--- config.mk ---
export PLATFORM = sky130hd
export DESIGN_NAME = snail_ram_arb
export DESIGN_NICKNAME = d
export VERILOG_FILES = /design/src/rtl/snail_ram_arb_pkg.sv /design/src/rtl/snail_rr_pick.sv /design/src/rtl/snail_ram_arb.sv
export SDC_FILE = /design/constraint.sdc
export NUM_CORES = 1
export LEC_CHECK = 0
export BUFFER_PORTS_ARGS = -buffer_cell sky130_fd_sc_hd__clkbuf_2
export CORE_ASPECT_RATIO = 0.75
export CORE_MARGIN = 5
export CORE_UTILIZATION = 40
export DETAILED_ROUTE_END_ITERATION = 6
export PLACE_DENSITY = 0.83
export SLEW_MARGIN = 20
export SYNTH_ARGS = -nofsm -noshare
export SYNTH_HDL_FRONTEND = slang
export SYNTH_SLANG_ARGS = --single-unit
--- constraint.sdc ---
create_clock -name clk -period 1.7 [get_ports clk]
set_input_delay 0.34 -clock clk [delete_from_list [all_inputs] [get_ports clk]]
set_output_delay 0.34 -clock clk [all_outputs]
set_load 0.02 [all_outputs]
--- src/rtl/snail_ram_arb_pkg.sv ---
// Shared constants and helpers for the SNAIL data-RAM arbiter.
// Owner ids, the idle strobe level and a one-hot decode used for gnt/rvld.
package snail_ram_arb_pkg;

    localparam logic ARB_M0       = 1'b0;
    localparam logic ARB_M1       = 1'b1;
    localparam logic RAM_STB_IDLE = 1'b1;

    // Turns an owner id plus valid into the per-master pulse vector.
    function automatic logic [1:0] id_to_onehot(input logic id, input logic vld);
        logic [1:0] oh;
        if (!vld) begin
            oh = 2'b00;
        end else if (id == ARB_M1) begin
            oh = 2'b10;
        end else begin
            oh = 2'b01;
        end
        return oh;
    endfunction

endpackage

--- src/rtl/snail_rr_pick.sv ---
// Combinational 2-way round-robin picker; the last-winner register lives in the parent.
module snail_rr_pick
    import snail_ram_arb_pkg::*;
(
    input  logic [1:0] elig_i,
    input  logic       last_i,
    output logic       win_o,
    output logic       win_id_o
);

    // On a tie the master that did not win last time gets the slot.
    always_comb begin
        win_o    = 1'b0;
        win_id_o = last_i;
        case (elig_i)
            2'b01:   begin win_o = 1'b1; win_id_o = ARB_M0;  end
            2'b10:   begin win_o = 1'b1; win_id_o = ARB_M1;  end
            2'b11:   begin win_o = 1'b1; win_id_o = ~last_i; end
            default: begin win_o = 1'b0; win_id_o = last_i; end
        endcase
    end

endmodule

--- src/rtl/snail_ram_arb.sv ---
// Round-robin arbiter sharing the SNAIL data RAM between the CPU (m0) and loader DMA (m1).
// Optional master lock for atomic read-modify-write: define SNAIL_ARB_LOCK_EN.
module snail_ram_arb
    import snail_ram_arb_pkg::*;
#(
    parameter int AW = 8,
    parameter int DW = 8
`ifdef SNAIL_ARB_LOCK_EN
    ,
    parameter int MAX_LOCK = 15
`endif
) (
    input  logic          clk,
    input  logic          rst_n,
    input  logic          m0_req_i,
    input  logic          m0_we_i,
    input  logic [AW-1:0] m0_addr_i,
    input  logic [DW-1:0] m0_wdat_i,
    output logic          m0_gnt_o,
    output logic [DW-1:0] m0_rdat_o,
    output logic          m0_rvld_o,
    input  logic          m1_req_i,
    input  logic          m1_we_i,
    input  logic [AW-1:0] m1_addr_i,
    input  logic [DW-1:0] m1_wdat_i,
    output logic          m1_gnt_o,
    output logic [DW-1:0] m1_rdat_o,
    output logic          m1_rvld_o,
`ifdef SNAIL_ARB_LOCK_EN
    input  logic          m0_lock_i,
    input  logic          m1_lock_i,
`endif
    output logic [AW-1:0] ram_addr_o,
    output logic [DW-1:0] ram_wdat_o,
    input  logic [DW-1:0] ram_rdat_i,
    output logic          ram_rd_n_o,
    output logic          ram_wr_n_o
);

    logic [1:0]    req_s;
    logic [1:0]    elig_s;
    logic [1:0]    lock_mask_s;
    logic          win_s;
    logic          win_id_s;
    logic          sel_we_s;
    logic [AW-1:0] sel_addr_s;
    logic [DW-1:0] sel_wdat_s;

    logic [AW-1:0] ram_addr_q, ram_addr_d;
    logic [DW-1:0] ram_wdat_q, ram_wdat_d;
    logic          ram_rd_n_q, ram_rd_n_d;
    logic          ram_wr_n_q, ram_wr_n_d;
    logic [1:0]    gnt_q, gnt_d;
    logic [1:0]    rvld_q, rvld_d;
    logic          rd_vld_q, rd_vld_d;
    logic          rd_id_q, rd_id_d;
    logic          last_q, last_d;

    assign req_s  = {m1_req_i, m0_req_i};
    // A master in its gnt cycle is masked so a held request is not issued twice.
    assign elig_s = req_s & ~gnt_q & lock_mask_s;

    snail_rr_pick u_pick (
        .elig_i   (elig_s),
        .last_i   (last_q),
        .win_o    (win_s),
        .win_id_o (win_id_s)
    );

`ifdef SNAIL_ARB_LOCK_EN
    localparam int CW = $clog2(MAX_LOCK + 1);
    localparam logic [CW-1:0] LOCK_SAT = CW'(MAX_LOCK);

    logic [1:0]    lock_in_s;
    logic          lock_excl_s;
    logic          lock_act_q, lock_act_d;
    logic          lock_own_q, lock_own_d;
    logic [CW-1:0] lock_cnt_q, lock_cnt_d;

    assign lock_in_s = {m1_lock_i, m0_lock_i};

    // Exclusive eligibility while the owner keeps lock high and is below the grant limit.
    always_comb begin
        lock_excl_s = lock_act_q & lock_in_s[lock_own_q] & (lock_cnt_q != LOCK_SAT);
        if (lock_excl_s) begin
            lock_mask_s = id_to_onehot(lock_own_q, 1'b1);
        end else begin
            lock_mask_s = 2'b11;
        end
    end

    // A saturated or dropped lock releases on the next win, giving the other side an arbitration.
    always_comb begin
        lock_act_d = lock_act_q;
        lock_own_d = lock_own_q;
        lock_cnt_d = lock_cnt_q;
        if (win_s) begin
            if (lock_act_q && !lock_excl_s) begin
                lock_act_d = 1'b0;
                lock_cnt_d = {CW{1'b0}};
            end else if (lock_in_s[win_id_s]) begin
                if (lock_excl_s) begin
                    lock_cnt_d = lock_cnt_q + {{(CW-1){1'b0}}, 1'b1};
                end else begin
                    lock_act_d = 1'b1;
                    lock_own_d = win_id_s;
                    lock_cnt_d = {{(CW-1){1'b0}}, 1'b1};
                end
            end else begin
                lock_act_d = 1'b0;
                lock_cnt_d = {CW{1'b0}};
            end
        end else if (lock_act_q && !lock_in_s[lock_own_q]) begin
            lock_act_d = 1'b0;
            lock_cnt_d = {CW{1'b0}};
        end else begin
            lock_act_d = lock_act_q;
        end
    end

    // Lock state registers.
    always_ff @(posedge clk or negedge rst_n) begin
        if (!rst_n) begin
            lock_act_q <= 1'b0;
            lock_own_q <= ARB_M0;
            lock_cnt_q <= {CW{1'b0}};
        end else begin
            lock_act_q <= lock_act_d;
            lock_own_q <= lock_own_d;
            lock_cnt_q <= lock_cnt_d;
        end
    end
`else
    assign lock_mask_s = 2'b11;
`endif

    // Winner's command mux.
    always_comb begin
        if (win_id_s == ARB_M1) begin
            sel_we_s   = m1_we_i;
            sel_addr_s = m1_addr_i;
            sel_wdat_s = m1_wdat_i;
        end else begin
            sel_we_s   = m0_we_i;
            sel_addr_s = m0_addr_i;
            sel_wdat_s = m0_wdat_i;
        end
    end

    // Next RAM command, grant pulses and the read-owner pipe.
    always_comb begin
        ram_addr_d = ram_addr_q;
        ram_wdat_d = ram_wdat_q;
        ram_rd_n_d = RAM_STB_IDLE;
        ram_wr_n_d = RAM_STB_IDLE;
        gnt_d      = 2'b00;
        rd_vld_d   = 1'b0;
        rd_id_d    = rd_id_q;
        last_d     = last_q;
        rvld_d     = id_to_onehot(rd_id_q, rd_vld_q);
        if (win_s) begin
            ram_addr_d = sel_addr_s;
            ram_wdat_d = sel_wdat_s;
            if (sel_we_s) begin
                ram_wr_n_d = ~RAM_STB_IDLE;
            end else begin
                ram_rd_n_d = ~RAM_STB_IDLE;
            end
            gnt_d    = id_to_onehot(win_id_s, 1'b1);
            rd_vld_d = ~sel_we_s;
            rd_id_d  = win_id_s;
            last_d   = win_id_s;
        end else begin
            ram_rd_n_d = RAM_STB_IDLE;
            ram_wr_n_d = RAM_STB_IDLE;
        end
    end

    // Command, grant and response registers; last resets to m1 so m0 wins the first tie.
    always_ff @(posedge clk or negedge rst_n) begin
        if (!rst_n) begin
            ram_addr_q <= {AW{1'b0}};
            ram_wdat_q <= {DW{1'b0}};
            ram_rd_n_q <= RAM_STB_IDLE;
            ram_wr_n_q <= RAM_STB_IDLE;
            gnt_q      <= 2'b00;
            rvld_q     <= 2'b00;
            rd_vld_q   <= 1'b0;
            rd_id_q    <= ARB_M0;
            last_q     <= ARB_M1;
        end else begin
            ram_addr_q <= ram_addr_d;
            ram_wdat_q <= ram_wdat_d;
            ram_rd_n_q <= ram_rd_n_d;
            ram_wr_n_q <= ram_wr_n_d;
            gnt_q      <= gnt_d;
            rvld_q     <= rvld_d;
            rd_vld_q   <= rd_vld_d;
            rd_id_q    <= rd_id_d;
            last_q     <= last_d;
        end
    end

    assign ram_addr_o = ram_addr_q;
    assign ram_wdat_o = ram_wdat_q;
    assign ram_rd_n_o = ram_rd_n_q;
    assign ram_wr_n_o = ram_wr_n_q;
    assign m0_gnt_o   = gnt_q[0];
    assign m1_gnt_o   = gnt_q[1];
    assign m0_rvld_o  = rvld_q[0];
    assign m1_rvld_o  = rvld_q[1];
    assign m0_rdat_o  = ram_rdat_i;
    assign m1_rdat_o  = ram_rdat_i;

endmodule

==> results of run 1 <==
==> worst max-delay path by stage <==
stage,startpoint,cells past startpoint,to
detailed placement,m0_req_i,5,ram_wdat_o[0]
floorplan,gnt_q[1],5,ram_addr_o[0]
global route,gnt_q[0],4,ram_wdat_o[0]
finish,gnt_q[0],4,ram_wdat_o[0]
global placement,m0_req_i,5,ram_wdat_o[0]
CTS,gnt_q[0],4,ram_wdat_o[0]
==> synth_stat cells, drive strengths merged <==
| cell | instances | share of area [%] |
|---|---|---|
| nor2b | 3 | 2.2 |
| buf | 22 | 15 |
| nand3b | 1 | 0.61 |
| o22ai | 1 | 0.51 |
| nand2 | 1 | 0.92 |
| nand2b | 1 | 1.1 |
| and2 | 1 | 0.51 |
| a221o | 16 | 13 |
| nor2 | 2 | 0.61 |
| dfstp | 3 | 6.5 |
| a22oi | 1 | 0.61 |
| inv | 2 | 1.2 |
| o22a | 1 | 0.72 |
| nor3b | 16 | 9.8 |
| o21ai | 1 | 1.3 |
| o21a | 1 | 0.61 |
| dfrtp | 22 | 45 |
==> flip-flops by register name, summed over array words and instances, names as in the netlist <==
| name | cells |
|---|---|
| ram_rd_n_o | 1 |
| ram_wr_n_o | 1 |
| last_q | 1 |
| gnt_q | 2 |
| rd_id_q | 1 |
| rvld_q | 2 |
| ram_wdat_o | 8 |
| rd_vld_q | 1 |
| ram_addr_o | 8 |
==> metal layers <==
| metal | wire length, microns | track usage, % | part of all wire (%) |
|---|---|---|---|
| met1 | 1170 | 16.2 | 39 |
| met3 | 205 | 3.29 | 6.9 |
| met2 | 1530 | 25.0 | 51 |
| met5 | 0 | 0 | 0 |
| met4 | 74 | 9.82 | 2.5 |
==> worst reg2reg max path: stages, from the launching register on <==
cell,delay (ns)
dfrtp_1,0.43
nor2b_4,0.40
o21ai_4,0.15
inv_6,0.17
a221o_1,0.18
==> logic make-up after synthesis <==
| family | Yosys count | share of synthesized area [%] |
|---|---|---|
| AND/OR/NAND/NOR | 25 | 15.8 |
| flip-flops | 25 | 51.5 |
| AO/OA/AOI/OAI | 21 | 16.9 |
| buffers and inverters | 24 | 15.8 |
==> power groups by stage <==
stage	logic, mW	clock network, mW	registers (mW)
after floorplan	0.337	0	0.965
after global placement	0.624	0	0.819
after detailed placement	0.644	0	0.830
after CTS	0.646	0.356	0.817
after global routing	0.682	0.387	0.836
final	0.639	0.345	0.818
==> through the flow <==
step | utilization (%) | instances | power (mW) | hold WS [ns] | instance area, sq um
after floorplan | - | 95 | 1.30 | 0.0444 | 1220
after global placement | 47.9 | 171 | 1.44 | 0.358 | 1410
after detailed placement | 47.9 | 171 | 1.47 | 0.376 | 1410
after CTS | 49.5 | 175 | 1.82 | 0.0842 | 1450
after global routing | 49.5 | 175 | 1.91 | 0.106 | 1450
final | 49.5 | 175 | 1.80 | 0.0659 | 1450
==> area by class of cell <==
cell class / count / area [sq um] / area share, %
clock buffer: 3 / 41.3 / 2.84
timing repair buffer: 60 / 315 / 21.7
clock inverter: 1 / 5.00 / 0.345
sequential: 25 / 629 / 43.3
multi-input combinational: 46 / 399 / 27.5
inverter: 2 / 15.0 / 1.03
tap: 38 / 47.5 / 3.27
==> flow_summary.toml, run 1 <==
[run_status]
status = "completed"

[critical_path]
path_buf_inv = 1
crit_slowest_cell = "dfrtp_1"
reg2reg_depth = 4
cp.arrival_ns = 1.60
cp_max_fo = 19
start_kind = "flop"
r2r-start = "gnt_q[0]"
cpPeakStageDelay_ns = 0.43
rrSetupSlack_ns = 0.31
critPathKind = "reg2reg"
required_ns = 1.91
endpoint_kind = "flop"
path_cells = "nor2b_4 > o21ai_4 > inv_6 > a221o_1"
crit_family = "flip-flops"
r2r-end = "ram_wdat_o[0]"

[cells_and_area]
nFillCells = 270
final_common_cell = "clkbuf_2"
antenna_cells = 0
drive_above_1_share_pct = 53.3
area_delta_synth_final_pct = 19.0
layout_common_cells = "clkbuf_2 (59), dfrtp_1 (22), nor3b_1 (16), a221o_1 (16)"
nets = 184

[cts]
cts_buffer_depth = 2
ctsResizeCount = 0
clock-sinks = 25
path_clk_slew_ns = 0.08
clock-root-buffer = "clkbuf_8"
cts_max_level = 1
holdBufCountCts = 0
clk_latency_ns = 0.27
cts_tree = "done"
cts_made_buffers = 3
post_cts.repair.setup_buffers = 0

[sta]
relSlewSlack_pct = 59.6
setup_viol = 0
drv_slew = 0
fin_crit_sh_pct = 81.8
rsz0062_at_grt = "false"
worst-slew-pin-transition_ns = 0.606
clock_skew_ns = 0.00162
fmax_mhz = 719
setup_tns_ns = 0
post-route-min-period_ns = 1.39
worst_slack_ns = 0.310
finalHoldViolCount = 0

[min_path]
min_path_type = "in2async"

[routing]
via_count = 917
viasPerCell = 5.24
drt_iter0_drc = 73
post_drt_wl_per_cell_microns = 17.0
drc = 0
firstDrtPassIters = 4
wirelength_mm = 2.98
final_antenna_net_count = 0

[yosys]
synthCells = 95
yosysUniqueCellTypes = 21
avgSynthCellArea_sq_um = 12.9
ys_seq_area_share_pct = 51.5
ys_ff_latch = 25
ys_warn_count = 0
syn_area_sq_um = 1220
synth_nets = 141

[flow_run]
cap_violations = 0

[place]
hpwl_mm = 2.25
portBuffers = 59
dp_slack_ns = 0.262
gp_congestion = 0.754

[floorplan]
core-area_sq_um = 2940
die_y_microns = 57.9
start_util_pct = 41.6
die-area_sq_um = 4270
io-pin-count = 84
num_rows = 17
fp.dieW_microns = 73.8

[global_routing]
groute.usage.overall_pct = 14.7
antenna_found_initial = 0
grt_max_degree = 26
grt_pass1_vias = 1041
grt_pass1_wl_mm = 4.80
grt.overflow.total = 0

[power]
clkPwrFrac_pct = 19.2
power.internal_mw = 1.17
combinationalPowerShare_pct = 35.4
power.share.switching_pct = 35.0
p_leak_nw = 0.716
peakVddDrop_uv = 406
power_density_nw_per_um2 = 1240
power_frac_seq_pct = 45.4
p_sw_mw = 0.631
(Power assumes the default switching activity.)
==> inputs of run 2 (changes only) <==
--- a/config.mk
+++ b/config.mk
@@ -5,12 +5,13 @@
 export SDC_FILE = /design/constraint.sdc
 export NUM_CORES = 1
 export LEC_CHECK = 0
+export ABC_AREA = 1
 export BUFFER_PORTS_ARGS = -buffer_cell sky130_fd_sc_hd__clkbuf_2
 export CORE_ASPECT_RATIO = 0.75
 export CORE_MARGIN = 5
 export CORE_UTILIZATION = 40
 export DETAILED_ROUTE_END_ITERATION = 6
-export PLACE_DENSITY = 0.83
+export PLACE_DENSITY = 0.81
 export SLEW_MARGIN = 20
 export SYNTH_ARGS = -nofsm -noshare
 export SYNTH_HDL_FRONTEND = slang
==> constraint.sdc (replaced) <==
create_clock -name clk -period 1.4 [get_ports clk]
set_input_delay 0.28 -clock clk [delete_from_list [all_inputs] [get_ports clk]]
set_output_delay 0.28 -clock clk [all_outputs]
set_load 0.02 [all_outputs]
==> flow_summary.toml, run 2 <==
[sta]
rsz0062_at_grt = "false"
worst-slew-pin-transition_ns = 0.633
fmax_mhz = 796
worst_slack_ns = 0.144
fin_crit_sh_pct = 89.7
relSlewSlack_pct = 57.8
holdWs_ns = 0.0159
post-route-min-period_ns = 1.26
finalHoldViolCount = 0
drv_slew = 0
setup_tns_ns = 0
setup_viol = 0
clock_skew_ns = 0.00503

[run_status]
status = "completed"

[critical_path]
endpoint_kind = "primary output"
path_cells = "clkbuf_2"
rrSetupSlack_ns = 0.18
r2r-start = "last_q"
reg2reg_depth = 5
required_ns = 1.12
cpPeakStageDelay_ns = 0.49
cp_num_cells = 1
crit_family = "flip-flops"
critPathKind = "reg2out"
r2r-end = "rd_vld_q"
path_buf_inv = 1
crit_slowest_cell = "dfrtp_1"
cp_max_fo = 3
start_kind = "flop"
cp.arrival_ns = 0.98

[cells_and_area]
drive_above_1_share_pct = 35.5
antenna_cells = 0
area_delta_synth_final_pct = 21.1
final_common_cell = "clkbuf_2"
nets = 264
instances_no_fill = 257
layout_common_cells = "clkbuf_2 (59), nand2_1 (56), nand3_1 (36)"
final_area_sq_um = 1630
nFillCells = 335

[global_routing]
groute.usage.overall_pct = 14.2
grt.overflow.total = 0
grt_pass1_vias = 1220
grt_max_degree = 26
grt_pass1_wl_mm = 5.29
antenna_found_initial = 0

[power]
power_frac_seq_pct = 43.7
p_sw_mw = 0.908
power.share.switching_pct = 38.9
combinationalPowerShare_pct = 38.0
p_leak_nw = 0.987
clkPwrFrac_pct = 18.4
power_density_nw_per_um2 = 1430
peakVddDrop_uv = 745
power.internal_mw = 1.42

[floorplan]
fp.dieW_microns = 77.0
die-area_sq_um = 4640
core-area_sq_um = 3270
start_util_pct = 41.3
io-pin-count = 84
num_rows = 18
die_y_microns = 60.3

[yosys]
ys_warn_count = 0
synthCells = 171
ys_seq_area_share_pct = 46.7
ys_ff_latch = 25
yosysUniqueCellTypes = 15
yosysTopAreaCellShare_pct = 40.9
synth.largest_area_cell = "dfrtp_1"
avgSynthCellArea_sq_um = 7.88
synthFlopType = "dfrtp_1"
synth_edf_count = 0
synth_nets = 217
synth-async-reset-ratio_pct = 100
synth_area_leaders = "dfrtp_1 (41%), nand2_1 (16%), nand3_1 (13%)"
syn_area_sq_um = 1350
synthTopCellsByCount = "nand2_1 (56), nand3_1 (36), dfrtp_1 (22), inv_1 (22), buf_4 (18)"
yosysMostFrequentCell = "nand2_1"

[place]
dp_slack_ns = 0.0980
hpwl_mm = 2.40
portBuffers = 59
placed_area_sq_um = 1550
dp.cells = 252
gp_congestion = 0.737

[cts]
clk_latency_ns = 0.27
path_clk_slew_ns = 0.09
clock-sinks = 25
holdBufCountCts = 0
cts_made_buffers = 3
cts_tree = "done"
cts_buffer_depth = 2
cts_max_level = 1
clock-root-buffer = "clkbuf_8"

[flow_run]
cap_violations = 0

[routing]
via_count = 1161
wirelength_mm = 3.20
drt_iter0_drc = 57
viasPerCell = 4.52
drc = 0
post_drt_wl_per_cell_microns = 12.4
firstDrtPassIters = 4
final_antenna_net_count = 0

[min_path]
min_path_type = "in2async"
-- run 2: cell count changes after synthesis, sizes merged, moves of 2 or more --
cell / delta
inv: +22
a21oi: +2
nand2: +57
nor2: +2
nor2b: -3
nand3: +37
nor3b: -16
a221o: -16
-- run 2: cell families (layout without fill, tap and decap cells) --
| family | Yosys count | count (layout) | synth area share [%] |
|---|---|---|---|
| AOI/OAI and AO/OA | 2 | 2 | 1.58 |
| buffers and inverters | 45 | 91 | 18.8 |
| DFF | 25 | 25 | 46.7 |
| and+or+nand+nor | 99 | 99 | 33.0 |
-- run 2: layout make-up --
type / instances / area [sq um] / area share [%]
Clock inverter: 1 / 5.00 / 0.307
Sequential cell: 25 / 629 / 38.6
Timing Repair Buffer: 63 / 338 / 20.7
Clock buffer: 3 / 41.3 / 2.53
Multi-Input combinational cell: 101 / 478 / 29.3
Tap cell: 40 / 50.0 / 3.07
Inverter: 24 / 90.1 / 5.52
-- run 2: stage by stage --
step           utilization [%]  total power, mW
2_1_floorplan                -             1.66
3_3_place_gp              47.5             1.87
3_5_place_dp              47.5             1.90
4_1_cts                   49.0             2.33
5_1_grt                   50.0             2.50
6_report                  50.0             2.33
-- run 2: per-layer routing --
metal  share of wire (%)  global-route usage, %  vias up
met4                0.41                   2.94        0
met2                  46                   25.0       42
met5                   0                      0        -
met1                  43                   15.9      511
met3                  11                   6.93        4
li1                    -                      -      604
-- run 2: worst max-delay path by stage --
stage / startpoint / to / slack (ns)
6_report: gnt_q[0] / m0_gnt_o / 0.14
5_1_grt: last_q / rd_vld_q / 0.07
4_1_cts: last_q / rd_vld_q / 0.08
3_5_place_dp: last_q / rd_vld_q / 0.1
3_3_place_gp: last_q / rd_vld_q / 0.15
2_1_floorplan: gnt_q[1] / ram_addr_o[0] / 0.18
-- run 2: timing repair --
item                                    in CTS  in global routing
setup buffers                                0                  1
endpoints found under the setup margin       0                 16
resized for setup                            0                  2
-- run 2: power by group through the flow --
| stage | Combinational, mW | Sequential [mW] | Clock (mW) |
|---|---|---|---|
| floorplan | 0.448 | 1.22 | 0 |
| global placement | 0.848 | 1.03 | 0 |
| detailed placement | 0.862 | 1.03 | 0 |
| CTS | 0.866 | 1.02 | 0.443 |
| global route | 0.992 | 1.04 | 0.469 |
| finish | 0.885 | 1.02 | 0.429 |
==> inputs of run 3 (changes only) <==
--- a/config.mk
+++ b/config.mk
@@ -5,13 +5,12 @@
 export SDC_FILE = /design/constraint.sdc
 export NUM_CORES = 1
 export LEC_CHECK = 0
-export ABC_AREA = 1
 export BUFFER_PORTS_ARGS = -buffer_cell sky130_fd_sc_hd__clkbuf_2
 export CORE_ASPECT_RATIO = 0.75
 export CORE_MARGIN = 5
 export CORE_UTILIZATION = 40
 export DETAILED_ROUTE_END_ITERATION = 6
-export PLACE_DENSITY = 0.81
+export PLACE_DENSITY_LB_ADDON = 0.05
 export SLEW_MARGIN = 20
 export SYNTH_ARGS = -nofsm -noshare
 export SYNTH_HDL_FRONTEND = slang
==> flow_summary.toml, run 3 (synthesis gave the netlist of run 1 again) <==
[cts]
ctsResizeCount = 0
cts_made_buffers = 3
cts_tree = "done"
clock-sinks = 25
cts_max_level = 1
clk_latency_ns = 0.27
clock-root-buffer = "clkbuf_8"
path_clk_slew_ns = 0.10
cts_buffer_depth = 2

[global_routing]
grt_pass1_wl_mm = 4.75
grt_max_degree = 26
groute.usage.overall_pct = 14.5
grt.overflow.total = 0
antenna_found_initial = 0
grt_pass1_vias = 996

[critical_path]
start_kind = "flop"
endpoint_kind = "flop"
cp_max_fo = 19
r2r-end = "ram_wdat_o[6]"
cpPeakStageDelay_ns = 0.42
required_ns = 1.55
path_cells = "nand2b_4 > o21ai_4 > inv_6 > a221o_1"
r2r-start = "gnt_q[1]"
rrSetupSlack_ns = 0.06
critPathKind = "reg2reg"
crit_slowest_cell = "dfrtp_2"
reg2reg_depth = 4
cp.arrival_ns = 1.50

[floorplan]
fp.dieW_microns = 73.8
start_util_pct = 41.6
die-area_sq_um = 4270
io-pin-count = 84
die_y_microns = 57.9
num_rows = 17
core-area_sq_um = 2940

[cells_and_area]
antenna_cells = 0
multi_input_area_sq_um = 399
instances_no_fill = 182
layout_common_cells = "clkbuf_2 (59), dfrtp_1 (20), nor3b_1 (16), a221o_1 (16), buf_4 (7)"
nets = 191
drive_above_1_share_pct = 56.3
area_delta_synth_final_pct = 22.8
final_common_cell = "clkbuf_2"
nFillCells = 291
seq_area_sq_um = 632

[sta]
setup_viol = 0
rsz0062_at_grt = "false"
post-route-min-period_ns = 1.34
worst-slew-pin-transition_ns = 0.325
holdWs_ns = 0.179
fin_crit_sh_pct = 96.0
fmax_mhz = 744
setup_tns_ns = 0
worst_slack_ns = 0.0555
finalHoldViolCount = 0
relSlewSlack_pct = 78.3
drv_slew = 0
clock_skew_ns = 0.0123

[place]
gp_congestion = 0.715
dp.cells = 176
dp_slack_ns = 0.0368
portBuffers = 59
hpwl_mm = 2.06

[power]
p_sw_mw = 0.776
power.internal_mw = 1.45
p_leak_nw = 0.738
finalPower_mw = 2.23
power_frac_seq_pct = 43.9
power.share.switching_pct = 34.9
combinationalPowerShare_pct = 36.2
clkPwrFrac_pct = 19.8
peakVddDrop_uv = 676
power_density_nw_per_um2 = 1480

[routing]
firstDrtPassIters = 3
final_antenna_net_count = 0
wirelength_mm = 2.87
via_count = 920
viasPerCell = 5.05
post_drt_wl_per_cell_microns = 15.8
drc = 0
drt_iter0_drc = 22

[min_path]
worstHoldStart = "m1_we_i"
hold_path_depth = 2
worstHoldEndpoint = "ram_wr_n_o"
min_path_type = "in2reg"

[run_status]
status = "completed"

[flow_run]
cap_violations = 0
==> run 3: changes by cell type in the layout (fill, tap and decap cells not counted), moves of 2 or more <==
cell     change
inv_2        -2
nor2b_1      +2
nand3_1     -36
nor3b_1     +16
a221o_1     +16
dfrtp_1      -2
dfrtp_2      +2
buf_4        +4
inv_1       -22
nand2_1     -56
==> run 3: area by class of cell <==
type,count,area share [%]
clock inverter,1,0.500
clock buffer,3,2.75
multi-input combinational,46,26.6
sequential,25,42.1
inverter,2,1.00
timing repair buffer,67,23.9
tap,38,3.17
==> run 3: routing by layer <==
metal	up-vias	GRT usage, %	routed length [microns]
met4	0	5.17	34
li1	435	-	-
met3	4	4.33	199
met2	29	24.5	1460
met5	-	0	0
met1	452	17.4	1180
==> run 3: power groups by stage <==
stage	Combinational [mW]	Clock, mW	Sequential [mW]
2_1_floorplan	0.409	0	1.17
3_3_place_gp	0.796	0	0.992
3_5_place_dp	0.808	0	0.992
4_1_cts	0.812	0.462	0.981
5_1_grt	0.879	0.487	1.00
6_report	0.807	0.442	0.978
==> run 3: worst max-delay path by stage <==
stage / from / end / slack, ns / depth (start not counted)
2_1_floorplan: gnt_q[1] / ram_addr_o[0] / -0.008 / 5
3_3_place_gp: gnt_q[1] / ram_wdat_o[2] / 0.05 / 4
3_5_place_dp: gnt_q[1] / ram_wdat_o[7] / 0.04 / 4
4_1_cts: gnt_q[1] / ram_wdat_o[6] / 0.02 / 4
5_1_grt: gnt_q[1] / ram_wdat_o[7] / 0.008 / 4
6_report: gnt_q[1] / ram_wdat_o[6] / 0.06 / 4
==> run 3: timing repair <==
action / 4_1_cts / 5_1_grt
hold buffers: 1 / 0
endpoints found under the hold margin: 22 / 0
endpoints found under the setup margin: 0 / 9
setup buffers: 0 / 1
==> run 3: per-stage QoR <==
stage	cell area (sq um)	utilization, %
finish	1500	51.1
global route	1500	51.1
CTS	1490	50.9
detailed placement	1430	48.8
global placement	1430	48.8
floorplan	1220	-
==> run 3: worst max-delay path, delay by kind of cell (launching register included) <==
family | cells | cell delay, ns
compound gates | 2 | 0.55
buf+inv | 1 | 0.11
flops | 1 | 0.42
simple gates | 1 | 0.15
